--- src/rtl/pc_sequencer.sv ---
// pc_sequencer: program-counter sequencer with conditional/unconditional
// PC-relative branches and a small circular return-address stack (RAS).
//
// Ports:
//   clk, reset         single clock, synchronous active-high reset
//   stall              freeze all state for this cycle
//   branch             conditional branch (CBZ/CBNZ) this cycle
//   branch_not_zero    0 = take when zero=1 (CBZ), 1 = take when zero=0 (CBNZ)
//   uncondbranch       unconditional PC-relative branch (B/BL)
//   zero               ALU zero flag
//   link               with uncondbranch, push PC+4 onto the RAS (BL)
//   ret                pop the RAS into the PC (RET)
//   sign_extend        sign-extended word offset
//   pc                 current PC (registered)
//   taken              PC was redirected on the last update (registered)
//   ras_empty/ras_full stack occupancy (combinational from count)
//   ras_overflow       sticky, push while full
//   ras_underflow      sticky, ret while empty
module pc_sequencer #(
  parameter int                ADDR_W    = 32,
  parameter int                RAS_DEPTH = 4,
  parameter logic [ADDR_W-1:0] RESET_PC  = '0
) (
  input  logic              clk,
  input  logic              reset,
  input  logic              stall,
  input  logic              branch,
  input  logic              branch_not_zero,
  input  logic              uncondbranch,
  input  logic              zero,
  input  logic              link,
  input  logic              ret,
  input  logic [ADDR_W-1:0] sign_extend,
  output logic [ADDR_W-1:0] pc,
  output logic              taken,
  output logic              ras_empty,
  output logic              ras_full,
  output logic              ras_overflow,
  output logic              ras_underflow
);

  localparam int PTR_W = (RAS_DEPTH > 1) ? $clog2(RAS_DEPTH) : 1;
  localparam int CNT_W = PTR_W + 1;
  localparam logic [CNT_W-1:0] FULL_CNT = CNT_W'(RAS_DEPTH);

  logic [ADDR_W-1:0] stack_mem [RAS_DEPTH];
  // top_ptr addresses the next free slot; the newest entry sits at top_ptr-1.
  // Because the depth is a power of two the pointer wraps naturally, so a
  // push while full simply overwrites the oldest entry.
  logic [PTR_W-1:0]  top_ptr;
  logic [CNT_W-1:0]  count;

  logic [ADDR_W-1:0] seq;
  logic [ADDR_W-1:0] target;
  logic [ADDR_W-1:0] pop_data;
  logic              cond_taken;
  logic              br_taken;
  logic              do_push;

  always_comb begin
    seq        = pc + ADDR_W'(4);
    target     = pc + (sign_extend << 2);
    cond_taken = branch & (zero ^ branch_not_zero);
    br_taken   = uncondbranch | cond_taken;
    // ret has priority, so a RET in the same cycle as a BL suppresses the push
    do_push    = uncondbranch & link & ~ret;
    pop_data   = stack_mem[top_ptr - PTR_W'(1)];
    ras_empty  = (count == '0);
    ras_full   = (count == FULL_CNT);
  end

  always_ff @(posedge clk) begin
    if (reset) begin
      pc            <= RESET_PC;
      taken         <= 1'b0;
      count         <= '0;
      top_ptr       <= '0;
      ras_overflow  <= 1'b0;
      ras_underflow <= 1'b0;
    end else if (!stall) begin
      if (ret) begin
        if (!ras_empty) begin
          pc      <= pop_data;
          taken   <= 1'b1;
          count   <= count - CNT_W'(1);
          top_ptr <= top_ptr - PTR_W'(1);
        end else begin
          pc            <= seq;
          taken         <= 1'b0;
          ras_underflow <= 1'b1;
        end
      end else if (br_taken) begin
        pc    <= target;
        taken <= 1'b1;
        if (do_push) begin
          top_ptr <= top_ptr + PTR_W'(1);
          if (ras_full) begin
            ras_overflow <= 1'b1;
          end else begin
            count <= count + CNT_W'(1);
          end
        end
      end else begin
        pc    <= seq;
        taken <= 1'b0;
      end
    end
  end

  // Entry storage carries no reset; contents are never read while count is 0.
  always_ff @(posedge clk) begin
    if (!reset && !stall && do_push) begin
      stack_mem[top_ptr] <= seq;
    end
  end

endmodule

--- config.mk ---
export PLATFORM = sky130hd
export DESIGN_NAME = pc_sequencer
export DESIGN_NICKNAME = d
export VERILOG_FILES = /design/src/rtl/pc_sequencer.sv
export SDC_FILE = /design/constraint.sdc
export NUM_CORES = 1
export LEC_CHECK = 0
export ABC_AREA = 1
export CAP_MARGIN = 20
export CORE_ASPECT_RATIO = 1.4
export CORE_UTILIZATION = 35
export DETAILED_ROUTE_END_ITERATION = 10
export GPL_ROUTABILITY_DRIVEN = 1
export PLACE_DENSITY = 0.51
export SLEW_MARGIN = 30
export SYNTH_ARGS = -nofsm -noshare
export SYNTH_HDL_FRONTEND = slang
export SYNTH_SLANG_ARGS = --single-unit
--- constraint.sdc ---
create_clock -name clk -period 6.35 [get_ports clk]
set_clock_uncertainty 0.05 [all_clocks]
set_input_delay 0.635 -clock clk [delete_from_list [all_inputs] [get_ports clk]]
set_output_delay 0.635 -clock clk [all_outputs]
set_load 0.05 [all_outputs]
==> reports/qor.csv <==
metric,value,unit
grt_util_met2,40.8,%
initial_core_util,35.5,%
antenna_found_initial,0,
fillers,2959,
yosys.area_share.simple,28.8,%
cts_inserted_buffers,17,
grt_usage,22.2,%
drive_gt1_share,7.76,%
placeableCoreArea,28300,µm²
cts_resized,0,
finalSetupViolations,0,
cts_hold_buf,0,
core.rowCount,73,
postCtsSetupBuffers,0,
top_usage_layer,met2,
status,"finished, final reports clean",
hold_viol_final,0,
muxShareOfSynthArea,0,%
p_per_area,258,nW/µm²
totalWireLength,32200,µm
vias,8814,
power.switching,1.01,mW
tightest_slew,857,ps
cts_tree,yes,
endpoint_kind,register,
grt_overflow,0,
placed_cell_area,11200,µm²
critPathMaxFanout,22,
layout_min_cycle_time,2990,ps
synthAdderAreaFrac,4.62,%
multi_input_area,4690,µm²
htree_num_levels,4,
cts.sinks,168,
cp.required,6430,ps
clock_power_share,33.5,%
stdcell_area,11800,µm²
path_class,primary input to register,
antenna_cells,0,
syn_nets,1361,
reg2reg_slack,3640,ps
leakage,4.92,nW
globalplace.congestion,0.928,
ant_nets,0,
use_met3,2.58,%
seq_area_frac_synth,46.1,%
grt_max_degree,70,
die_x,145,µm
hold_path.class,register to register,
drv_slew,0,
pin_count,78,
clock_latency,440,ps
final.setup.tns,0,ps
ys_ff_latch,168,
post-route-period-util,47.0,%
wire_per_inst,18.5,µm
rsz0062_at_grt,no,
cap_violations,0,
ys.flop_type,edfxtp_1,
grt_pass1_wl,48700,µm
p_sw_share,33.2,%
synth-compound-area-share,10.3,%
ys_types,45,
io_buffer_count,75,
drt-vias-per-instance,5.06,
drc,0,
grt_pass1_vias,8431,
ir_drop,0.157,mV
synth_xor_area_share,2.64,%
startpoint_type,primary input,
dp_cells,1709,
fmax,335,MHz
yosysWarnings,0,
dieArea,29400,µm²
dr.pass1.iters,5,
drt_iter0_markers,496,
synth_top_family_by_area,simple AND/OR/NAND/NOR gates,
synth_edf_count,128,
cts.path.max_buffers,2,
nets,1430,
regArea,4650,µm²
async_reset_ff_share,0,%
die_y,203,µm
clk_pin_slew,70,ps
slew_headroom,42.7,%
dp.final_hpwl,23200,µm
use_met1,25.3,%
synth_area_per_cell,7.84,µm²
total_power,3.05,mW
arrival,3060,ps
seqPwrFrac,42.1,%
p_int,2.04,mW
syn-cell-area,10100,µm²
root_buffer,clkbuf_16,
stdcell_count,1741,
pwr-share-comb,24.4,%
syn_to_final_growth,17.3,%
final_util,41.7,%
syn_inst,1284,
power groups by stage:
stage	Combinational (mW)	Sequential (mW)	Clock (mW)
after floorplan	0.433	1.35	0
after global placement	0.743	1.31	0
after detailed placement	0.746	1.31	0
after CTS	0.749	1.28	1.04
after global routing	0.823	1.29	1.08
final	0.745	1.28	1.02
cells by family (layout without fill, tap and decap cells):
family          after synthesis  in the layout
buf+inv                     192            274
fa+ha+maj                    36             36
xor+xnor                     26             26
flops                       168            168
simple gates                675            675
compound gates              187            187
path summary, 6_finish.rpt:
check	from	end	depth (start not counted)
max	ret	stack_mem[3][5]$_DFFE_PP_	5
min	ras_underflow$_SDFFE_PP0P_	ras_underflow$_SDFFE_PP0P_	2
max reg2reg	top_ptr[0]$_SDFFE_PP0P_	stack_mem[2][28]$_DFFE_PP_	6
min reg2reg	ras_underflow$_SDFFE_PP0P_	ras_underflow$_SDFFE_PP0P_	2
placed cells by master (no fill, tap or decap), types with 5 or more instances in the layout:
cell type,n
xnor2_1,6
nand4_1,9
xor2_1,15
edfxtp_1,128
o22ai_1,8
nand3b_1,12
ha_1,34
dfxtp_1,39
nor2_2,14
a21oi_1,73
a31oi_1,10
o21ai_0,71
nor2_1,112
buf_4,12
nor2_4,10
inv_2,12
nand2_2,9
clkinv_2,5
inv_1,140
nand2_1,394
nand3_1,99
nor3_1,6
clkbuf_16,17
o211ai_1,6
clkdlybuf4s50_1,75
area by class of cell:
type                            instances  area share, %
Tap cell                              375           3.97
Sequential cell                       168           39.3
Clock buffer                           17           3.60
Clock inverter                         15           1.28
Inverter                              155           4.95
Multi-Input combinational cell        924           39.7
Timing Repair Buffer                   87           7.12
cells in the mapped netlist, types with 9 or more instances:
master      n  area share, %
dfxtp_1    40            8.0
clkbuf_1   16           0.60
o21ai_0    71            3.5
nand4_1     9           0.56
a21oi_1    73            3.6
edfxtp_1  128             38
inv_1     140            5.2
ha_1       34            4.2
nor2_2     14           0.87
inv_2      12           0.45
nand3_1    99            4.9
nor2_1    116            4.3
nand2_1   394             15
nand2_2     9           0.56
nand3b_1   12           0.90
xor2_1     15            1.3
buf_2      15           0.75
a31oi_1    10           0.62
stage by stage:
step	hold WS, ps	setup slack [ps]
2_1_floorplan	425	3290
3_3_place_gp	402	2860
3_5_place_dp	413	2840
4_1_cts	429	3300
5_1_grt	441	3220
6_report	428	3360
state kept, by name, indices dropped and copies added (netlist names):
signal,flops
count,3
pc,32
ras_overflow,1
ras_underflow,1
stack_mem,128
taken,1
top_ptr,2
routing by layer:
metal,vias up,routed length [µm]
met1,4177,13400
met2,210,16400
met3,57,941
li1,4370,-
met5,-,0
met4,0,1430
critical path, cell delays in order:
cell and delay (ps):
clkdlybuf4s50_1 660, nor2_1 270, nand3_1 340, nor2_4 770
buf_4 380
No activity file was read; power rests on OpenSTA's default activity.
==> variant: new RTL, same settings <==
Change the parameter `RAS_DEPTH` from 4 to 8.
--- a/src/rtl/pc_sequencer.sv
+++ b/src/rtl/pc_sequencer.sv
@@ -19,5 +19,5 @@
 module pc_sequencer #(
   parameter int                ADDR_W    = 32,
-  parameter int                RAS_DEPTH = 4,
+  parameter int                RAS_DEPTH = 8,
   parameter logic [ADDR_W-1:0] RESET_PC  = '0
 ) (
Behaviour: not the same (a bounded check fails within 10 cycles, from zero or initial values and one cycle with reset high).
==> variant against the unedited design <==
  * Sequential cell count is 130 higher
  * Synthesized cell count is 37% higher
  * Final area increased by 49%
  * Setup slack worse by 0.68 ns
  * Wire length is 51% higher
  * Power up 68%
  * Register-to-register slack lost 0.96 ns
  * Synthesized area grew 53%
  * Combinational power up 64%
==> variant: results (changes against the unedited design) <==
| Metric | Value |
|---|---|
| Switching pwr | 1.67 mW (was 1.01 mW) |
| Fin util | 0.407 (was 0.417) |
| Reg area | 0.00853 mm^2 (was 0.00465 mm^2) |
| EDFF count, synth | 256 (was 128) |
| Outcome | complete, no violations (unchanged) |
| Routability Congestion | 0.958 (was 0.928) |
| CTS H-tree lvls | 1 (was 4) |
| Met3 usage | 0.0160 (was 0.0258) |
| Area of the multi-input gates | 0.00593 mm^2 (was 0.00469 mm^2) |
| First-pass GRT wire length | 72700 um (was 48700 um) |
| Slowest cell on the critical path | dfxtp_4 (was nor2_4) |
| Mapped Avg Cell Area | 8.75 um^2 (was 7.84 um^2) |
| PD cells | 292 mW/mm^2 (was 258 mW/mm^2) |
| WP data arrival | 4.06 ns (was 3.06 ns) |
| Most common library cells after synthesis | nand2_1 (504), edfxtp_1 (256), nor2_1 (191) (was nand2_1 (394), inv_1 (140), edfxtp_1 (128)) |
| Synth Area in Adders | 0.0303 (was 0.0462) |
| Detailed Routing Iterations Pass 1 | 6 (was 5) |
| Signal buf overhead | 0.0525 (was 0.0712) |
| Fillers | 4380 (was 2959) |
| Met1 GRT Util | 0.262 (was 0.253) |
| Main area contributors after synthesis | edfxtp_1 (50%), nand2_1 (12%), dfxtp_1 (5.5%), nand3_1 (5.4%), nor2_1 (4.7%) (was edfxtp_1 (38%), nand2_1 (15%), dfxtp_1 (8.0%), inv_1 (5.2%), nand3_1 (4.9%)) |
| Worst slew pin tran | 0.947 ns (was 0.857 ns) |
| Largest net degree at the start of global routing | 76 (was 70) |
| Max stage delay on crit path | 0.88 ns (was 0.77 ns) |
| DP HPWL | 33800 um (was 23200 um) |
| Drt wl/cell | 20.4 um (was 18.5 um) |
| Repair and plain buffers | 98 (was 87) |
| Total CTS buffers | 27 (was 17) |
| Vias in the first global route | 11.9k (was 8431) |
| CP delay by family, top | buffers and inverters (was simple AND/OR/NAND/NOR gates) |
| Clk cell area share | 0.0498 (was 0.0488) |
| Net Count, Synth | 1834 (was 1361) |
[variant: cell types whose count changed in the layout (fill, tap and decap cells not counted), sizes merged, moves of 6 or more]
cell | unedited run | this run
edfxtp | 128 | 256
nand2 | 405 | 507
nand3 | 102 | 169
nor2 | 136 | 200
o21ai | 71 | 122
clkbuf | 17 | 35
inv | 156 | 168
buf | 12 | 23
o22ai | 8 | 18
o211ai | 6 | 13
or2 | 0 | 6
[variant: worst paths after layout]
check | from | to | slack (ns) | cells past startpoint
max reg2reg | top_ptr[0]$_SDFFE_PP0P_ | pc[10]$_SDFFE_PP0N_ | 2.68 | 10
min reg2reg | ras_overflow$_SDFFE_PP0P_ | ras_overflow$_SDFFE_PP0P_ | 0.43 | 2
max | top_ptr[0]$_SDFFE_PP0P_ | pc[10]$_SDFFE_PP0N_ | 2.68 | 10
min | ras_overflow$_SDFFE_PP0P_ | ras_overflow$_SDFFE_PP0P_ | 0.43 | 2
